--- config.mk ---
export PLATFORM = sky130hd
export DESIGN_NAME = ahblite_decoder_mux
export DESIGN_NICKNAME = d
export VERILOG_FILES = /design/src/rtl/ahblite_decoder_mux.sv
export SDC_FILE = /design/constraint.sdc
export NUM_CORES = 1
export LEC_CHECK = 0
export ABC_CLOCK_PERIOD_IN_PS = 3000
export BUFFER_PORTS_ARGS = -buffer_cell sky130_fd_sc_hd__buf_2
export CAP_MARGIN = 20
export CORE_MARGIN = 2
export CORE_UTILIZATION = 35
export DETAILED_ROUTE_END_ITERATION = 10
export PLACE_DENSITY = 0.77
export SLEW_MARGIN = 10
export SYNTH_ARGS = -nofsm -noshare
export SYNTH_HDL_FRONTEND = slang
export SYNTH_SLANG_ARGS = --single-unit
--- constraint.sdc ---
create_clock -name HCLK -period 3 [get_ports HCLK]
set_input_delay 0.45 -clock HCLK [delete_from_list [all_inputs] [get_ports HCLK]]
set_output_delay 0.45 -clock HCLK [all_outputs]
set_load 0.01 [all_outputs]
--- src/rtl/ahblite_decoder_mux.sv ---
// AHB-Lite address decoder with data-phase response multiplexer and a built-in
// default slave that answers unmapped active transfers with a two-cycle ERROR.
module ahblite_decoder_mux #(
    parameter int                  NPORT     = 5,
    parameter logic [NPORT*32-1:0] PORT_BASE = {32'h4000_0020, 32'h4000_0010, 32'h4001_0000,
                                                32'h2000_0000, 32'h0000_0000},
    parameter logic [NPORT*32-1:0] PORT_MASK = {32'hFFFF_FFF0, 32'hFFFF_FFF0, 32'hFFFF_0000,
                                                32'hFFFF_0000, 32'hFFFF_0000},
    parameter logic [NPORT-1:0]    PORT_EN   = '1,
    parameter int                  CNT_W     = 8
) (
    input  logic                HCLK,
    input  logic                HRESET,
    input  logic [31:0]         HADDR,
    input  logic [1:0]          HTRANS,
    output logic [NPORT-1:0]    HSEL,
    input  logic [NPORT-1:0]    HREADYOUT_S,
    input  logic [NPORT-1:0]    HRESP_S,
    input  logic [NPORT*32-1:0] HRDATA_S,
    output logic                HREADY,
    output logic                HRESP,
    output logic [31:0]         HRDATA,
    input  logic                ERR_CLR,
    output logic                ERR_VALID,
    output logic [31:0]         ERR_ADDR,
    output logic [CNT_W-1:0]    ERR_CNT
);

    typedef enum logic [1:0] {
        DS_IDLE,
        DS_ERR1,
        DS_ERR2
    } dflt_state_t;

    logic [NPORT-1:0] match;
    logic             unmapped;
    logic             xfer_active;
    logic             err_start;
    logic             found;

    logic [NPORT-1:0] dsel_port;
    logic             dsel_def;

    logic             mux_hready;
    logic             mux_hresp;
    logic [31:0]      mux_hrdata;

    dflt_state_t      state;
    dflt_state_t      state_nxt;
    logic             fsm_hready;
    logic             fsm_hresp;

    logic [CNT_W-1:0] err_cnt;
    logic [31:0]      err_addr;
    logic             err_valid;

    // Address decode: lowest matching index wins when windows overlap.
    always_comb begin
        // NOTE: every variable gets a default before any conditional assignment,
        // so no path leaves a value unassigned and no latch is inferred.
        match = '0;
        HSEL  = '0;
        found = 1'b0;
        for (int i = 0; i < NPORT; i++) begin
            match[i] = PORT_EN[i] && ((HADDR & PORT_MASK[32*i +: 32]) == PORT_BASE[32*i +: 32]);
        end
        for (int i = 0; i < NPORT; i++) begin
            if (match[i] && !found) begin
                HSEL[i] = 1'b1;
                found   = 1'b1;
            end
        end
    end

    assign unmapped    = ~|match;
    assign xfer_active = (HTRANS == 2'b10) || (HTRANS == 2'b11);
    assign err_start   = HREADY && xfer_active && unmapped;

    always_comb begin
        mux_hready = 1'b1;
        mux_hresp  = 1'b0;
        mux_hrdata = '0;
        for (int i = 0; i < NPORT; i++) begin
            if (dsel_port[i]) begin
                mux_hready = HREADYOUT_S[i];
                mux_hresp  = HRESP_S[i];
                mux_hrdata = HRDATA_S[32*i +: 32];
            end
        end
    end

    assign HREADY = dsel_def ? fsm_hready : mux_hready;
    assign HRESP  = dsel_def ? fsm_hresp  : mux_hresp;
    assign HRDATA = dsel_def ? 32'h0      : mux_hrdata;

    // Default slave: ERR1 stalls with ERROR, ERR2 completes it.
    always_comb begin
        state_nxt  = state;
        fsm_hready = 1'b1;
        fsm_hresp  = 1'b0;
        case (state)
            DS_IDLE: begin
                if (err_start) state_nxt = DS_ERR1;
            end
            DS_ERR1: begin
                fsm_hready = 1'b0;
                fsm_hresp  = 1'b1;
                state_nxt  = DS_ERR2;
            end
            DS_ERR2: begin
                fsm_hresp = 1'b1;
                state_nxt = err_start ? DS_ERR1 : DS_IDLE;
            end
            default: state_nxt = DS_IDLE;
        endcase
    end

    always_ff @(posedge HCLK) begin
        // NOTE: non-blocking assignments so every register samples the values
        // that were present before this edge, independent of statement order.
        if (HRESET) begin
            state     <= DS_IDLE;
            dsel_port <= '0;
            dsel_def  <= 1'b1;
        end else begin
            state <= state_nxt;
            if (HREADY) begin
                dsel_port <= HSEL;
                dsel_def  <= unmapped;
            end
        end
    end

    // A new error entry takes precedence over a coincident clear.
    always_ff @(posedge HCLK) begin
        if (HRESET) begin
            err_cnt   <= '0;
            err_addr  <= '0;
            err_valid <= 1'b0;
        end else if (err_start) begin
            if (ERR_CLR) begin
                err_cnt <= CNT_W'(1);
            end else if (!(&err_cnt)) begin
                err_cnt <= err_cnt + CNT_W'(1);
            end
            if (ERR_CLR || !err_valid) begin
                err_addr <= HADDR;
            end
            err_valid <= 1'b1;
        end else if (ERR_CLR) begin
            err_cnt   <= '0;
            err_addr  <= '0;
            err_valid <= 1'b0;
        end
    end

    assign ERR_CNT   = err_cnt;
    assign ERR_ADDR  = err_addr;
    assign ERR_VALID = err_valid;

endmodule

Yosys cells after proc, flatten, opt, wreduce, memory -nomap -nowiden
Cells that the tools add are included.
{"block": "totals", "ff_bits": 49, "latchBits": 0, "ram_bits": 0, "romBits": 0, "output_inout_bits": 80, "word_cells": 80, "mem_count": 0}
{"block": "classes", "add_sub_neg": 1, "multipliers": 0, "n_div": 0, "magnitude_cmp": 0, "eq_ne": 11, "shifts": 0, "mux": 40, "n_bitwise": 0, "n_reduce_logical": 22}
{"cell": "32-bit two-way mux", "count": 9}
{"cell": "28-bit by 27-bit equality test with 1-bit output, second input constant", "count": 2}
{"cell": "32-bit logical NOT", "count": 1}
{"cell": "8-bit two-way mux", "count": 4}
{"cell": "1-bit two-way mux", "count": 25}
{"cell": "16-bit by 14-bit equality test with 1-bit output, second input constant", "count": 1}
{"cell": "16-bit by 15-bit equality test with 1-bit output, second input constant", "count": 1}
{"cell": "8-bit by 1-bit adder with 8-bit output, second input constant", "count": 1}
{"cell": "8-bit AND reduction", "count": 1}
{"cell": "2-bit equality test, second input constant", "count": 3}
{"cell": "1-bit logical AND", "count": 6}
{"cell": "1-bit logical NOT", "count": 6}
{"cell": "2-bit case mux with 3 select lines", "count": 1}
{"cell": "5-bit OR reduction", "count": 1}
{"cell": "2-bit != test, second input constant", "count": 2}
{"cell": "2-bit AND reduction", "count": 2}
{"cell": "2-bit by 1-bit equality test with 1-bit output, second input constant", "count": 1}
{"cell": "2-bit logical NOT", "count": 1}
{"cell": "1-bit logical OR", "count": 2}
{"cell": "2-bit two-way mux", "count": 1}
{"cell": "2-bit by 1-bit != test with 1-bit output, second input constant", "count": 1}
{"cell": "2-bit nonzero test", "count": 1}
{"cell": "2-bit OR reduction", "count": 1}

Longest topological paths before layout
{"block": "depth", "word_depth": 14, "depth_mapped": 8, "depth_no_buf": 8}

Worst setup path before layout
No wires, ideal clock.
{"block": "synth_path", "path_type": "input to register", "from": "in HADDR[17]", "to": "reg dsel_def", "setup_ns": 0.122, "arrival_ns": 2.012, "slack_ns": 0.866, "stages": 5, "cell_sequence": "nor3_1 nand4_2 nor4_1 a211oi_1 a221o_1"}
{"block": "synth_via", "elab_chain_cells": 3, "word_cells_on_any_way": 7, "classes_between": "eq/ne: 4; reduce/logical: 3"}
{"item": "start: declaration", "line": "14", "text": "input logic [31:0] HADDR,"}
{"item": "28-bit by 27-bit equality test with 1-bit output, or another cell as far along", "line": "65", "text": "match[i] = PORT_EN[i] && ((HADDR & PORT_MASK[32*i +: 32]) == PORT_BASE[32*i +: 32]);"}
{"item": "5-bit OR reduction (*)", "line": "75", "text": "assign unmapped = ~|match;"}
{"item": "1-bit logical NOT (*)", "line": "75"}
{"item": "end signal: assignment", "line": "129", "text": "dsel_def <= unmapped;"}
{"item": "end: declaration", "line": "42", "text": "logic dsel_def;"}
Every way passes the cells marked *; elsewhere a longest branch is shown, timed or not.
A chain may end at the register's enable or synchronous reset.

Worst setup path after layout
{"block": "layout_path", "from": "reg dsel_port[1]", "to": "out HREADY"}
{"block": "layout_via", "elab_chain_cells": 5}
{"item": "start: declaration", "line": "41", "text": "logic [NPORT-1:0] dsel_port;"}
{"item": "start signal: assignment", "line": "123", "text": "dsel_port <= '0;"}
{"item": "start signal: assignment", "line": "128", "text": "dsel_port <= HSEL;"}
{"item": "1-bit two-way mux (4 in a row)", "line": "84", "text": "if (dsel_port[i]) begin"}
{"item": "1-bit two-way mux", "line": "92", "text": "assign HREADY = dsel_def ? fsm_hready : mux_hready;"}
{"item": "end: declaration", "line": "20", "text": "output logic HREADY,"}
Every way passes these cells.

==> impl_metrics.env <==
export IMPL_outcome="complete, no violations"
export IMPL_layout_commonest_cell="buf_2"
export IMPL_hold_viol_final=0
export IMPL_slew_headroom=0.541
export IMPL_wl_per_cell_um=16.1
export IMPL_use_met3=0.0517
export IMPL_synth_largest_area_cell="dfxtp_1"
export IMPL_fin_skew_ns=0.00345
export IMPL_drive_gt1_frac=0.460
export IMPL_place_port_buffers=285
export IMPL_clkPwrFrac=0.264
export IMPL_cts_sinks=49
export IMPL_n_fill_cell=1146
export IMPL_num_io_pins=287
export IMPL_synth_seq_area_share=0.242
export IMPL_intPower_mw=1.52
export IMPL_antenna_found_initial=2
export IMPL_clkTransAtPathRegs_ns=0.06
export IMPL_period_needed_ns=2.72
export IMPL_cts_buffers=5
export IMPL_fmax_mhz=367
export IMPL_clkLatencyLatePin_ns=0.29
export IMPL_grtUsageMet2=0.384
export IMPL_dr_pass1_iters=7
export IMPL_postRouteAntennaNets=0
export IMPL_cp_arrival_ns=2.27
export IMPL_syn_nets=731
export IMPL_synth_area_mm2=0.00405
export IMPL_avgSynthCellArea_um2=7.82
export IMPL_grt_pass1_vias=4561
export IMPL_yosysTopAreaCellShare=0.242
export IMPL_ctsRootBufferMaster="clkbuf_16"
export IMPL_tns_ns=0
export IMPL_die_w_um=112
export IMPL_drc=0
export IMPL_cts_resized=0
export IMPL_post_cts_setup_buffer_count=0
export IMPL_ys_async_sr_fraction=0
export IMPL_yosys_register_bits=49
export IMPL_cp_start_kind="register"
export IMPL_synth_edff_count=0
export IMPL_core_area_mm2=0.0114
export IMPL_worst_pin_slew_ns=0.682
export IMPL_postCtsHoldBufs=0
export IMPL_ys_warnings_count=0
export IMPL_grt_pass1_wl_um=23100
export IMPL_finalMaxSlewViolations=0
export IMPL_p_per_area_mw_per_mm2=418
export IMPL_nets=982
export IMPL_grt_util_met1=0.280
export IMPL_dr_total_vias=4994
export IMPL_start_util=0.356
export IMPL_fin_cells=914
export IMPL_vias_per_cell=5.46
export IMPL_rows=39
export IMPL_p_comb_frac=0.384
export IMPL_grt_max_degree=81
export IMPL_p_leak_nw=2.68
export IMPL_peakVddDrop_mv=0.488
export IMPL_switchingPower_mw=0.868
export IMPL_gr_usage_all_layers=0.223
export IMPL_critPathMaxFanout=35
export IMPL_switching_share=0.363
export IMPL_area_growth_pct=41.1
export IMPL_die_height_um=112
export IMPL_cts_path_max_buffers=2
export IMPL_hpwl_um=11000
export IMPL_ys_flop_type="dfxtp_1"
export IMPL_gp_congestion=0.879
export IMPL_worstPathRequired_ns=2.55
export IMPL_grt_overflow=0
export IMPL_hp_class="in -> reg"
export IMPL_setup_violations=0
export IMPL_drt_iter0_drc=288
export IMPL_critical_path_class="reg -> out"
export IMPL_cts_tree="done"
export IMPL_rsz0062_at_grt="false"
export IMPL_wirelength_um=14700
export IMPL_grt_busiest_layer="met2"
export IMPL_endpoint_kind="output port"
export IMPL_synth_cells=518
export IMPL_ff_latch_area_um2=986
export IMPL_fin_crit_sh=0.907
export IMPL_place_inst=905
export IMPL_drv_cap=0
export IMPL_ys_top_cells_by_area="dfxtp_1 24%, nor2b_1 11%, nor3_1 8.7%"
export IMPL_mostFrequentLayoutCells="285 x buf_2, 69 x nor3_1, 68 x nor2b_1, 45 x dfxtp_1, 38 x inv_1"
export IMPL_ys_types=47
export IMPL_htree_num_levels=2
export IMPL_dieArea_mm2=0.0124
export IMPL_seqPwrFrac=0.352
export IMPL_multi_input_area_mm2=0.00270
-- per-stage QoR --
step	util	total power, mW	setup slack [ns]	area, µm²	hold WS (ns)
5_1_grt	0.502	2.52	0.0890	5710	0.430
3_5_place_dp	0.488	1.77	0.408	5550	0.446
2_1_floorplan	-	1.37	0.866	4050	0.432
6_report	0.502	2.39	0.278	5710	0.420
3_3_place_gp	0.488	1.76	0.479	5550	0.445
4_1_cts	0.502	2.40	0.259	5710	0.411
-- cells in the mapped netlist (2+ instances only) --
library cell   n
and4_1         2
o31ai_1        5
nand2_1       16
ha_1           6
nor4_4         2
and2_1         2
a21oi_1        9
nand2b_1       7
buf_2          7
clkbuf_1      42
and3_1         5
nor2b_1       69
o211a_1        2
or3b_2        33
nor4_1         4
mux2i_1        2
o21ai_0        3
nor3b_1        2
nand4_1        5
a221oi_1      33
inv_1         38
nor3_1        70
or4_1          4
o32ai_1       33
dfxtp_1       49
buf_6          3
nand3_1        4
nor2_1         8
a211oi_1      35
-- power groups by stage --
stage | logic (mW) | clock network [mW] | registers (mW)
2_1_floorplan | 0.515 | 0 | 0.857
3_3_place_gp | 0.904 | 0 | 0.854
3_5_place_dp | 0.913 | 0 | 0.853
4_1_cts | 0.919 | 0.644 | 0.843
5_1_grt | 0.995 | 0.664 | 0.857
6_report | 0.916 | 0.631 | 0.841
-- per-layer routing --
metal	vias up	routed length [µm]
li1	2476	-
met1	2285	6210
met2	216	7120
met3	17	1110
met4	0	235
met5	-	0
-- worst max-delay path: stages, from the launching register on --
cell	delay, ns
dfxtp_1	0.34
buf_4	0.38
a221oi_4	0.15
o21ai_0	0.58
inv_1	0.29
buf_2	0.23
-- final cells by class --
class / instances / area share
multi-input combinational: 378 / 0.472
clock buffer: 5 / 0.0219
clock inverter: 2 / 0.00613
antenna: 2 / 0.000876
sequential: 49 / 0.173
inverter: 38 / 0.0250
tap: 143 / 0.0313
timing repair buffer: 297 / 0.270
-- registers in the layout, indices dropped and copies added, names as in the netlist --
register,cells
state,2
ERR_ADDR,32
dsel_port,5
ERR_VALID,1
ERR_CNT,8
dsel_def,1
-- cell families (layout without fill, tap and decap cells) --
logic type	count (synthesis)	in the layout	synth area share
compound gates	133	133	0.277
mux	2	2	0.00494
simple gates	237	237	0.364
flops	49	49	0.242
fa+ha+maj	6	6	0.0185
other cells	0	2	0
buf+inv	91	342	0.0930
-- path summary, 6_finish.rpt --
kind | startpoint | endpoint | slack (ns) | cells after the start
worst min-delay path | HADDR[2] | ERR_ADDR[2]$_SDFFE_PP0P_ | 0.42 | 3
worst max register to register | dsel_port[4]$_SDFFE_PP0P_ | ERR_ADDR[5]$_SDFFE_PP0P_ | 0.65 | 6
worst max-delay path | dsel_port[1]$_SDFFE_PP0P_ | HREADY | 0.28 | 5
worst min register to register | dsel_port[0]$_SDFFE_PP0P_ | dsel_port[0]$_SDFFE_PP0P_ | 0.45 | 2
(Power assumes the default switching activity.)
